`src/rtl/player_motion_pkg.sv`:
```
// Shared definitions for the runner's vertical motion path.
//   - Movement codes produced by the key decoder and consumed by player_motion.
//   - Motion state encoding used by the motion FSM.
//   - mv_valid(): true for the codes that carry a command (001..100).
package player_motion_pkg;

  localparam logic [2:0] MV_NONE   = 3'b000;
  localparam logic [2:0] MV_BIG    = 3'b001;
  localparam logic [2:0] MV_SMALL  = 3'b010;
  localparam logic [2:0] MV_CROUCH = 3'b011;
  localparam logic [2:0] MV_DROP   = 3'b100;

  typedef enum logic [2:0] {
    ST_GROUND = 3'd0,
    ST_RISE   = 3'd1,
    ST_HANG   = 3'd2,
    ST_FALL   = 3'd3,
    ST_DROP   = 3'd4,
    ST_CROUCH = 3'd5
  } motion_state_e;

  function automatic logic mv_valid(input logic [2:0] mv);
    return (mv != MV_NONE) && (mv <= MV_DROP);
  endfunction

endpackage

```
`src/rtl/motion_cmd_latch.sv`:
```
// Holds the most recent movement command until the next frame tick.
// Ports:
//   clk, reset    system clock, synchronous active-high reset
//   tick_i        frame-step strobe; consumes and clears the pending command
//   movement_i    raw 3-bit movement code (one-cycle pulses)
//   cmd_o         command the motion FSM should apply on this tick
module motion_cmd_latch
  import player_motion_pkg::*;
(
  input  logic       clk,
  input  logic       reset,
  input  logic       tick_i,
  input  logic [2:0] movement_i,
  output logic [2:0] cmd_o
);

  logic [2:0] pend_q;
  logic [2:0] pend_d;
  logic       code_ok;

  always_comb begin
    code_ok = mv_valid(movement_i);
    // A code arriving together with the tick is newer than anything pending.
    cmd_o   = code_ok ? movement_i : pend_q;
    pend_d  = pend_q;
    if (tick_i) begin
      pend_d = MV_NONE;
    end else if (code_ok) begin
      pend_d = movement_i;
    end
  end

  always_ff @(posedge clk) begin
    if (reset) begin
      pend_q <= MV_NONE;
    end else begin
      pend_q <= pend_d;
    end
  end

endmodule

```
`src/rtl/player_motion.sv`:
```
// Runner vertical motion: turns movement commands into height and
// crouch/airborne flags, advancing once per frame tick.
// Ports:
//   clk, reset   system clock, synchronous active-high reset
//   tick         one-cycle frame-step strobe
//   movement     movement code from the key decoder
//   player_y     height above ground (0 = on ground)
//   crouching    high while crouched
//   airborne     high while rising, hanging, falling or dropping
//   busy         high whenever not standing on the ground
module player_motion
  import player_motion_pkg::*;
#(
  parameter int Y_W          = 6,
  parameter int BIG_JUMP_H   = 40,
  parameter int SMALL_JUMP_H = 20,
  parameter int HANG_TICKS   = 3,
  parameter int CROUCH_TICKS = 16,
  parameter int DROP_SPEED   = 4
) (
  input  logic           clk,
  input  logic           reset,
  input  logic           tick,
  input  logic [2:0]     movement,
  output logic [Y_W-1:0] player_y,
  output logic           crouching,
  output logic           airborne,
  output logic           busy
);

  localparam int CNT_MAX = (CROUCH_TICKS > HANG_TICKS) ? CROUCH_TICKS : HANG_TICKS;
  localparam int CNT_W   = $clog2(CNT_MAX + 1);
  localparam logic [CNT_W-1:0] CROUCH_INIT = CNT_W'(CROUCH_TICKS - 1);
  localparam logic [CNT_W-1:0] HANG_INIT   = CNT_W'(HANG_TICKS - 1);

  motion_state_e    state_q, state_d;
  logic [Y_W-1:0]   y_q, y_d;
  logic [Y_W-1:0]   peak_q, peak_d;
  logic [CNT_W-1:0] cnt_q, cnt_d;
  logic [2:0]       cmd;
  logic [Y_W:0]     y_inc;
  logic [Y_W:0]     y_dec;
  logic [Y_W-1:0]   y_drop;

  // One height-unit step either way is done one bit wider so the peak
  // comparison and the ground test never see a wrapped value.
  function automatic logic [Y_W-1:0] sat_drop(input logic [Y_W-1:0] y);
    logic signed [Y_W:0] diff;
    diff = $signed({1'b0, y}) - $signed((Y_W+1)'(DROP_SPEED));
    return (diff < 0) ? '0 : diff[Y_W-1:0];
  endfunction

  motion_cmd_latch u_cmd_latch (
    .clk        (clk),
    .reset      (reset),
    .tick_i     (tick),
    .movement_i (movement),
    .cmd_o      (cmd)
  );

  always_ff @(posedge clk) begin
    if (reset) begin
      state_q <= ST_GROUND;
      y_q     <= '0;
      cnt_q   <= '0;
    end else begin
      state_q <= state_d;
      y_q     <= y_d;
      cnt_q   <= cnt_d;
    end
    peak_q <= peak_d;
  end

  always_comb begin
    state_d = state_q;
    y_d     = y_q;
    cnt_d   = cnt_q;
    peak_d  = peak_q;
    y_inc   = {1'b0, y_q} + (Y_W+1)'(1);
    y_dec   = {1'b0, y_q} - (Y_W+1)'(1);
    y_drop  = sat_drop(y_q);
    if (tick) begin
      case (state_q)
        ST_GROUND: begin
          if (cmd == MV_BIG) begin
            state_d = ST_RISE;
            peak_d  = Y_W'(BIG_JUMP_H);
          end else if (cmd == MV_SMALL) begin
            state_d = ST_RISE;
            peak_d  = Y_W'(SMALL_JUMP_H);
          end else if (cmd == MV_CROUCH) begin
            state_d = ST_CROUCH;
            cnt_d   = CROUCH_INIT;
          end
        end
        ST_RISE: begin
          // Drop entry freezes height; descent starts on the next tick.
          if (cmd == MV_DROP) begin
            state_d = ST_DROP;
          end else begin
            y_d = y_inc[Y_W-1:0];
            if (y_inc == {1'b0, peak_q}) begin
              state_d = ST_HANG;
              cnt_d   = HANG_INIT;
            end
          end
        end
        ST_HANG: begin
          if (cmd == MV_DROP) begin
            state_d = ST_DROP;
          end else if (cnt_q == '0) begin
            state_d = ST_FALL;
          end else begin
            cnt_d = cnt_q - 1'b1;
          end
        end
        ST_FALL: begin
          if (cmd == MV_DROP) begin
            state_d = ST_DROP;
          end else begin
            y_d = y_dec[Y_W-1:0];
            if (y_dec == '0) begin
              state_d = ST_GROUND;
            end
          end
        end
        ST_DROP: begin
          y_d = y_drop;
          if (y_drop == '0) begin
            state_d = ST_GROUND;
          end
        end
        ST_CROUCH: begin
          y_d = '0;
          if (cmd == MV_BIG) begin
            state_d = ST_RISE;
            peak_d  = Y_W'(BIG_JUMP_H);
          end else if (cmd == MV_SMALL) begin
            state_d = ST_RISE;
            peak_d  = Y_W'(SMALL_JUMP_H);
          end else if (cmd == MV_CROUCH) begin
            cnt_d = CROUCH_INIT;
          end else if (cnt_q == '0) begin
            state_d = ST_GROUND;
          end else begin
            cnt_d = cnt_q - 1'b1;
          end
        end
        default: begin
          state_d = ST_GROUND;
          y_d     = '0;
        end
      endcase
    end
  end

  always_comb begin
    player_y  = y_q;
    crouching = (state_q == ST_CROUCH);
    airborne  = (state_q == ST_RISE) || (state_q == ST_HANG) ||
                (state_q == ST_FALL) || (state_q == ST_DROP);
    busy      = (state_q != ST_GROUND);
  end

endmodule

```
`config.mk`:
```
export PLATFORM = sky130hd
export DESIGN_NAME = player_motion
export DESIGN_NICKNAME = d
export VERILOG_FILES = /design/src/rtl/player_motion_pkg.sv /design/src/rtl/motion_cmd_latch.sv /design/src/rtl/player_motion.sv
export SDC_FILE = /design/constraint.sdc
export NUM_CORES = 1
export LEC_CHECK = 0
export BUFFER_PORTS_ARGS = -buffer_cell sky130_fd_sc_hd__clkbuf_2
export CORE_UTILIZATION = 40
export DETAILED_ROUTE_END_ITERATION = 6
export PLACE_DENSITY = 0.65
export SLEW_MARGIN = 0
export SYNTH_ARGS = -nofsm -noshare
export SYNTH_HDL_FRONTEND = slang
export SYNTH_SLANG_ARGS = --single-unit
```
`constraint.sdc`:
```
create_clock -name clk -period 2.01 [get_ports clk]
set_input_delay 0.402 -clock clk [delete_from_list [all_inputs] [get_ports clk]]
set_output_delay 0.402 -clock clk [all_outputs]
set_load 0.03 [all_outputs]
```
After elaboration in Yosys (flattened, before gate mapping)
Index checks and enable logic that the tools add are counted.
- word-level logic and storage cells: 89
- input port bits: 6
- register bits after elaboration: 21
- output and inout bits: 9
- $lt $le $gt $ge: 2
- equal/unequal tests: 26
- reduce and logical (&&, ||, !) cells: 19
- add/subtract/negate cells: 4
- bitwise logic cells: 1
- muxes and demuxes: 32
- operators by type and width (cell ; count):
    5-bit two-way mux ; 10
    3-bit two-way mux ; 15
    6-bit two-way mux ; 4
    6-bit one-hot mux with 4 select lines ; 1
    2-bit != test (second input constant) ; 10
    5-bit one-hot mux with 4 select lines ; 1
    3-bit one-hot mux with 6 select lines ; 1
    3-bit by 2-bit equality test with 1-bit output (second input constant) ; 4
    10-bit AND reduction ; 1
    3-bit equality test (second input constant) ; 3
    3-bit != test (second input constant) ; 3
    4-bit != test (second input constant) ; 2
    8-bit AND reduction ; 1
    6-bit by 1-bit adder with 7-bit output (second input constant) ; 1
    7-bit by 6-bit equality test with 1-bit output ; 1
    7-bit zero test ; 1
    7-bit by 1-bit < comparator with 1-bit output (second input constant) ; 1
    6-bit by 1-bit subtractor with 7-bit output (second input constant) ; 1
    6-bit by 3-bit subtractor with 7-bit output (second input constant) ; 1
    3-bit by 1-bit equality test with 1-bit output (second input constant) ; 2
    6-bit zero test ; 1
    3-bit nonzero test ; 2
    2-bit OR reduction ; 3
    5-bit zero test ; 1
    11 further kinds ; 13

Depth between registers and ports, before layout
Gate-level depths: netlist of run 1.
- depth in word-level cells: 8
- gate-level depth with buffers: 10
- gate-level depth less buffers: 9

Modules after synthesis
From an unflattened synthesis of run 1, not the netlist that was laid out.
- cell total of the unflattened synthesis: 227
- area total of the unflattened synthesis: 1820.5 sq um
- by module, submodules not included (module ; seq. area each (sq um) ; cells each ; area an instance (sq um) ; instances):
    player_motion ; 340.3 ; 211 ; 1661.6 ; 1
    motion_cmd_latch ; 60.1 ; 16 ; 158.9 ; 1

Worst setup path after synthesis of run 1
OpenSTA, ideal clock, no wires.
- path kind: register -> register
- start: reg y_q[1], in the netlist player_y[1]
- end: reg cnt_q[1]
- arrival: 2.266 ns
- required time: 1.891 ns
- clock period less this slack: 2.385 ns
- library setup time: 0.119 ns
- setup slack: -0.375 ns
- buffers on the path: 2
- cell stages (with the launch flop): 9
- cell sequence: dfxtp_1 > buf_6 > nand3_4 > or4_1 > a41oi_1 > a31oi_1 > or3_1 > buf_6 > o221a_1
- cells in the longest elaborated chain, start to end: 4
- ends and longest elaborated chain (element ; RTL line ; RTL):
    start: declaration ; player_motion.sv:37 ; logic [Y_W-1:0] y_q, y_d;
    start signal: assignment ; player_motion.sv:68 ; y_q <= y_d;
    6-bit by 1-bit adder with 7-bit output ; player_motion.sv:79 ; y_inc = {1'b0, y_q} + (Y_W+1)'(1);
    7-bit by 6-bit equality test with 1-bit output ; player_motion.sv:102 ; if (y_inc == {1'b0, peak_q}) begin
    2-bit != test (no line) ; -- ;
    10-bit AND reduction (no line) ; -- ;
    end signal: assignment ; player_motion.sv:69 ; cnt_q <= cnt_d;
    end: declaration ; player_motion.sv:39 ; logic [CNT_W-1:0] cnt_q, cnt_d;
Every way passes these cells.
A chain may end at the register's enable or synchronous reset.

Worst setup path in the final report of run 1
- start: reg peak_q[3]
- end: reg state_q[1]
- cells in the longest elaborated chain, start to end: 3
- ends and longest elaborated chain (element ; RTL line ; RTL):
    start: declaration ; player_motion.sv:38 ; logic [Y_W-1:0] peak_q, peak_d;
    start signal: assignment ; player_motion.sv:71 ; peak_q <= peak_d;
    7-bit by 6-bit equality test with 1-bit output ; player_motion.sv:102 ;
    3-bit != test (no line) ; -- ;
    8-bit AND reduction (no line) ; -- ;
    end signal: assignment ; player_motion.sv:67 ; state_q <= state_d;
    end: declaration ; player_motion.sv:36 ; motion_state_e state_q, state_d;
Every way passes these cells.

==> metrics.yaml, run 1 <==
power_and_ir_drop:
  pwr_density_cell_nw_per_um2: 625
  power_mw: 1.58
  p_leak_nw: 1.03
  vdd_ir_drop_max_uv: 377
routing:
  routed_wl_mm: 5.53
  drtIter0Drc: 168
  remaining_drc_errors: 0
  first_pass_iters: 4
  wl_per_cell_um: 16.3
  ant_nets: 0
  vias: 2023
  viasPerCell: 5.95
grt:
  grt_pass1_wl_mm: 8.06
  grt_pass1_vias: 1709
  grt_antenna_before_repair: 0
  grt_overflow: 0
  grt_usage: 0.238
  grt_max_degree: 17
outcome:
  outcome: "complete, but fails checks"
  violations: "negative setup slack"
sta:
  slew_viol_final: 0
  rsz0062_at_grt: "yes"
  max_freq_ghz: 0.459
  fin_ws_ps: -170
  finClkSkew_ps: 3.80
  min_period_ps: 2180
  hold_viol: 0
  tightest_slew_ps: 503
  setup_tns_ps: -925
  slew_headroom: 0.656
  finalSetupViolCount: 8
  post-route-period-util: 1.08
floorplanning:
  fp.dieH_um: 66.9
  pin_count: 15
  die_area_sq_um: 4470
  num_rows: 23
  start_util: 0.418
  fp.dieW_um: 66.9
  core_region_area_sq_um: 4030
placed_design:
  hpwl_mm: 3.73
  port_buffers: 14
  placed_area_sq_um: 2230
  gp_congestion: 0.894
logic_synthesis:
  netlist_area_sq_um: 1680
  ys_dominant_reg_cell: "dfxtp_1"
  postSynthAreaPerCell_sq_um: 7.62
  ys_warn_count: 0
  synthTopCellsByArea: "dfxtp_1 20%, nor2_1 5.1%, a21oi_1 5.1%, o21ai_0 4.8%, ha_1 4.5%"
  synthesis.nets: 233
  synth_edf_count: 2
  yosys.area.top_type: "dfxtp_1"
  ys_types: 60
  ys_seq_elements: 19
  yosys.cell_count.top_type: "nor2_1"
  synth_top_area_frac: 0.202
  yosysSeqAreaShare: 0.238
  syn_inst: 221
  synth_top_cells_by_count: "23 x nor2_1, 17 x a21oi_1, 17 x dfxtp_1"
  async_flop_share: 0
final_layout:
  drive_above_1_share: 0.431
  diodes: 0
  design_area_sq_um: 2520
  fill_cells: 349
  final_core_util: 0.625
  area_growth_pct: 49.6
  nets: 303
clock_network:
  clock_sinks: 19
  clock_latency_ps: 260
  cts_tree: "yes"
  cts_buffers: 3
  htreeDepth: 1
  cts_buffer_depth: 2
  clkSlewWorstSetupHoldPaths_ps: 80
  cts_root_buf: "clkbuf_8"
  hold_buffers: 0
worst_setup_path:
  worstSetupPathType: "flop to flop"
  worst-path-max-fanout: 4
  cp_data_required_time_ps: 2200
  endpoint_kind: "flop"
  arrival_ps: 2370
  cp-start-kind: "flop"
run:
  cap_violations: 0
worst_hold_path:
  hp-class: "input port to flop"
==> critical path, cell delays in order (launching register included) <==
cell and delay, ps:
edfxtp_1 440, or4_4 510, a41oi_4 220, a31oi_4 140
buf_4 170, o41ai_4 290, o2111ai_1 170, a21oi_1 180
==> cell families (layout without fill, tap and decap cells) <==
family                     count (synthesis)  in the layout  share of synthesized area
DFF                                       19             19                      0.238
and+or+nand+nor                           77             78                      0.248
xor gates and xnor gates                   7              7                     0.0364
AOI/OAI and AO/OA                         79             79                      0.335
buffers and inverters                     30             98                     0.0802
adders and majority gates                  9              9                     0.0624
==> path summary, 6_finish.rpt <==
check	start	endpoint	slack, ps	cells after the start
setup / recovery	peak_q[3]	state_q[1]	-170	7
hold reg to reg	cnt_q[3]	cnt_q[3]	490	2
hold / removal	tick	u_cmd_latch.pend_q[0]	390	2
setup reg to reg	peak_q[3]	state_q[1]	-170	7
==> timing repair <==
action | 4_1_cts | 5_1_grt
cloned | 0 | 1
endpoints found under the setup margin | 8 | 13
buffers inserted | 3 | 5
pin swaps | 3 | 14
gates resized for setup | 13 | 29
==> state kept, by name, summed over array words and instances (netlist names) <==
name                cells
player_y                6
cnt_q                   5
state_q                 3
u_cmd_latch.pend_q      3
peak_q                  2
==> through the flow <==
stage,hold WS (ps),std cells,setup slack [ps]
detailed placement,492,327,-265
global route,400,340,-252
finish,391,340,-170
CTS,387,334,-136
global placement,485,327,-224
floorplan,463,221,-126
==> placed cells by master (no fill, tap or decap), types with 4 or more instances in the layout <==
cell	n
dfxtp_1	11
a21oi_1	14
nor2b_1	5
nor2_1	20
clkbuf_2	14
dfxtp_4	4
o21bai_1	4
o21ai_1	5
o21ai_0	10
a21oi_2	4
buf_4	62
a211o_1	4
ha_1	4
nor3_1	5
inv_1	12
a211oi_1	5
nand3_1	6
nand2_1	10
==> layout make-up <==
| class | count | area (sq um) | share of cell area |
|---|---|---|---|
| multi-input combinational | 173 | 1350 | 0.537 |
| timing repair buffer | 79 | 578 | 0.229 |
| sequential | 19 | 418 | 0.166 |
| inverter | 15 | 63.8 | 0.0253 |
| tap | 50 | 62.6 | 0.0248 |
| clock buffer | 4 | 45.0 | 0.0179 |
==> per-layer routing <==
metal  part of all wire  vias to the layer above  track usage
met3              0.054                        9       0.0325
met1               0.45                      965        0.314
met4              0.012                        0       0.0452
li1                   -                      972            -
met5                  0                        -            0
met2               0.49                       77        0.408
==> where the power goes <==
| part | internal [mW] | switching [mW] |
|---|---|---|
| Clock | 0.141 | 0.138 |
| Combinational | 0.385 | 0.459 |
| Sequential | 0.416 | 0.0373 |
| Total | 0.942 | 0.634 |
Note: power is estimated with default switching activity, not from simulation.
==> run 2: changes to the inputs <==
--- a/config.mk
+++ b/config.mk
@@ -6,7 +6,9 @@
 export NUM_CORES = 1
 export LEC_CHECK = 0
 export BUFFER_PORTS_ARGS = -buffer_cell sky130_fd_sc_hd__clkbuf_2
+export CORE_ASPECT_RATIO = 1.1
 export CORE_UTILIZATION = 40
+export CTS_BUF_LIST = sky130_fd_sc_hd__clkbuf_4
 export DETAILED_ROUTE_END_ITERATION = 6
 export PLACE_DENSITY = 0.65
 export SLEW_MARGIN = 0
==> run 2 against run 1 <==
Effect of this change:
- the flow still finishes with violations (negative setup slack)
- setup slack better by 57 ps
- largest power group unchanged
- non-clock buffer count is 5 lower
- count of clock-buffer cells in the layout stayed put
- hold slack worse by 64 ps
- clock skew hardly changed
- sequential share of layout area is 0.79 points higher
- via count is 5.9% lower
- clock power is 23% lower
- sequential power hardly changed
- first-iteration DRC count is 48% lower
- largest cell class unchanged
==> metrics.yaml, run 2 (synthesis results as in run 1) <==
worst_setup_path:
  ff2ff_setup_slack_ps: -110  # +60 ps
  crit_chain: "or4_1 > a41oi_2 > a31oi_4 > o41ai_4 > o2111ai_1 > a21oi_1"
  reg2reg_to: "state_q[1]"
  cp-start-kind: "flop"
  critPathSlowestCell: "or4_1"
  crit_buf_inv: 0  # -1
  worst-path-max-fanout: 4  # unchanged
  worstSetupPathType: "flop to flop"
  crit_family: "compound AO/OA/AOI/OAI gates"
  reg2reg_depth: 6  # -1
  endpoint_kind: "flop"
  r2r-start: "peak_q[3]"
  slowest_delay_ps: 500  # about the same
  arrival_ps: 2360  # about the same
  cp_data_required_time_ps: 2250  # +50 ps
sta:
  min_period_ps: 2120  # -56.5 ps
  setup_tns_ps: -563  # +362 ps
  fin_ws_ps: -113  # +56.5 ps
  finalSetupViolCount: 7  # -1
  slew_headroom: 0.606  # -0.0503
  tightest_slew_ps: 585  # +82.2 ps
  max_freq_ghz: 0.471  # +2.7%
  post-route-period-util: 1.06  # -0.0281
  hold_viol: 0  # unchanged
  whs_ps: 327  # -63.8 ps
  finClkSkew_ps: 4.21  # +0.410 ps
  rsz0062_at_grt: "yes"
  slew_viol_final: 0  # unchanged
run:
  cap_violations: 0  # unchanged
worst_hold_path:
  whs_path_depth: 2  # unchanged
  hp-start: "tick"
  whs_endpoint: "u_cmd_latch.pend_q[2]"
  hp-class: "input port to flop"
final_layout:
  drive_above_1_share: 0.404  # -0.0275
  design_area_sq_um: 2440  # -3.1%
  largest_reg_flops: 6  # unchanged
  final_common_cell: "buf_4"
  fill_cells: 366  # +4.9%
  layoutNonFillerInstCount: 337  # -0.88%
  diodes: 0  # unchanged
  area_growth_pct: 44.9
  final_cell_mix: "58 x buf_4, 21 x nor2_1, 14 x inv_1, 14 x a21oi_1, 14 x clkbuf_2"
  nets: 298  # -1.7%
placed_design:
  gp_congestion: 0.885  # -1.0%
  hpwl_mm: 3.59  # -3.6%
  dp.cells: 331  # +1.2%
  port_buffers: 14  # unchanged
  placed_area_sq_um: 2260  # +1.3%
  pre_cts_ws_ps: -214  # +51.3 ps
clock_network:
  hold_buffers: 0  # unchanged
  cts_buffer_depth: 2  # unchanged
  cts_tree: "yes"
  cts_root_buf: "clkbuf_4"
  clock_sinks: 19  # unchanged
  clkSlewWorstSetupHoldPaths_ps: 120  # +40 ps
  htreeDepth: 1  # unchanged
  cts_buffers: 3  # unchanged
  clock_latency_ps: 300  # +40 ps
routing:
  ant_nets: 0  # unchanged
  vias: 1904  # -5.9%
  first_pass_iters: 4  # unchanged
  wl_per_cell_um: 14.3  # -12%
  viasPerCell: 5.65  # -5.0%
  remaining_drc_errors: 0  # unchanged
  routed_wl_mm: 4.83  # -13%
  drtIter0Drc: 87  # -48%
power_and_ir_drop:
  p_leak_nw: 0.993  # -3.6%
  p_comb_frac: 0.552  # +0.016
  net-switching-power_uw: 611  # -3.6%
  seqPwrFrac: 0.304  # +0.017
  clkPwrFrac: 0.143  # -0.034
  sw_frac_of_total: 0.408  # +0.00554
  pwr_density_cell_nw_per_um2: 614  # -1.8%
  vdd_ir_drop_max_uv: 284  # -25%
  internal_power_uw: 888  # -5.7%
outcome:
  violations: "negative setup slack"
  outcome: "complete, but fails checks"
floorplanning:
  start_util: 0.422  # +0.00367
  fp.dieW_um: 63.9  # -4.5%
  pin_count: 15  # unchanged
  core_region_area_sq_um: 3990  # -0.87%
  num_rows: 24  # +4.3%
  die_area_sq_um: 4470  # about the same
  fp.dieH_um: 70.1  # +4.7%
grt:
  grt_pass1_vias: 1802  # +5.4%
  grt_max_degree: 17  # unchanged
  grt_pass1_wl_mm: 8.32  # +3.3%
  grt_overflow: 0  # unchanged
  grt_usage: 0.234  # -0.00426
  grt_antenna_before_repair: 0  # unchanged
[run 2: changes by cell type in the layout (fill, tap and decap cells not counted), moves of 2 or more]
cell and delta:
o21ai_0 +3, clkbuf_4 +4, buf_4 -4, inv_1 +2, o21ai_2 -2, dfxtp_4 +2, inv_4 -3, clkbuf_8 -3
[run 2: area by class of cell]
cell class	count	area, sq um	area share
timing repair buffer	74	537	0.220
clock buffer	4	30.0	0.0123
sequential	19	424	0.174
tap	52	65.1	0.0267
multi-input combinational	173	1330	0.544
inverter	15	56.3	0.0231
[run 2: through the flow]
| step | total power [mW] | utilization |
|---|---|---|
| 2_1_floorplan | 0.924 | - |
| 3_3_place_gp | 1.19 | 0.565 |
| 3_5_place_dp | 1.20 | 0.565 |
| 4_1_cts | 1.46 | 0.590 |
| 5_1_grt | 1.60 | 0.611 |
| 6_report | 1.50 | 0.611 |
[run 2: what timing repair did]
action	CTS	global route
cloned	1	0
endpoints found under the setup margin	10	17
gates resized for setup	12	16
pin swaps	1	10
setup buffers	0	1
[run 2: power groups by stage]
stage	Clock [mW]	Sequential [mW]	Combinational, mW
floorplan	0	0.457	0.467
global placement	0	0.464	0.726
detailed placement	0	0.464	0.732
CTS	0.222	0.457	0.777
global route	0.234	0.463	0.899
finish	0.215	0.456	0.828
[run 2: metal layers]
layer  GRT usage  share of wire  vias up
li1            -              -      962
met2       0.401           0.50       37
met1       0.304           0.46      899
met3      0.0245          0.027        6
met5           0              0        -
met4      0.0707          0.015        0
[run 2: worst max path at each step]
stage	end	slack (ps)	depth (start not counted)	from
after floorplan	cnt_q[1]	-130	8	player_y[1]
after global placement	peak_q[4]	-180	7	movement[0]
after detailed placement	peak_q[4]	-210	7	movement[0]
after CTS	state_q[2]	-80	6	peak_q[3]
after global routing	state_q[1]	-190	6	peak_q[3]
final	state_q[1]	-110	6	peak_q[3]
[run 2: worst reg2reg max path, cell delays in order (launching register included)]
cell and delay (ps):
edfxtp_1 440, or4_1 500, a41oi_2 260, a31oi_4 150
o41ai_4 410, o2111ai_1 160, a21oi_1 140
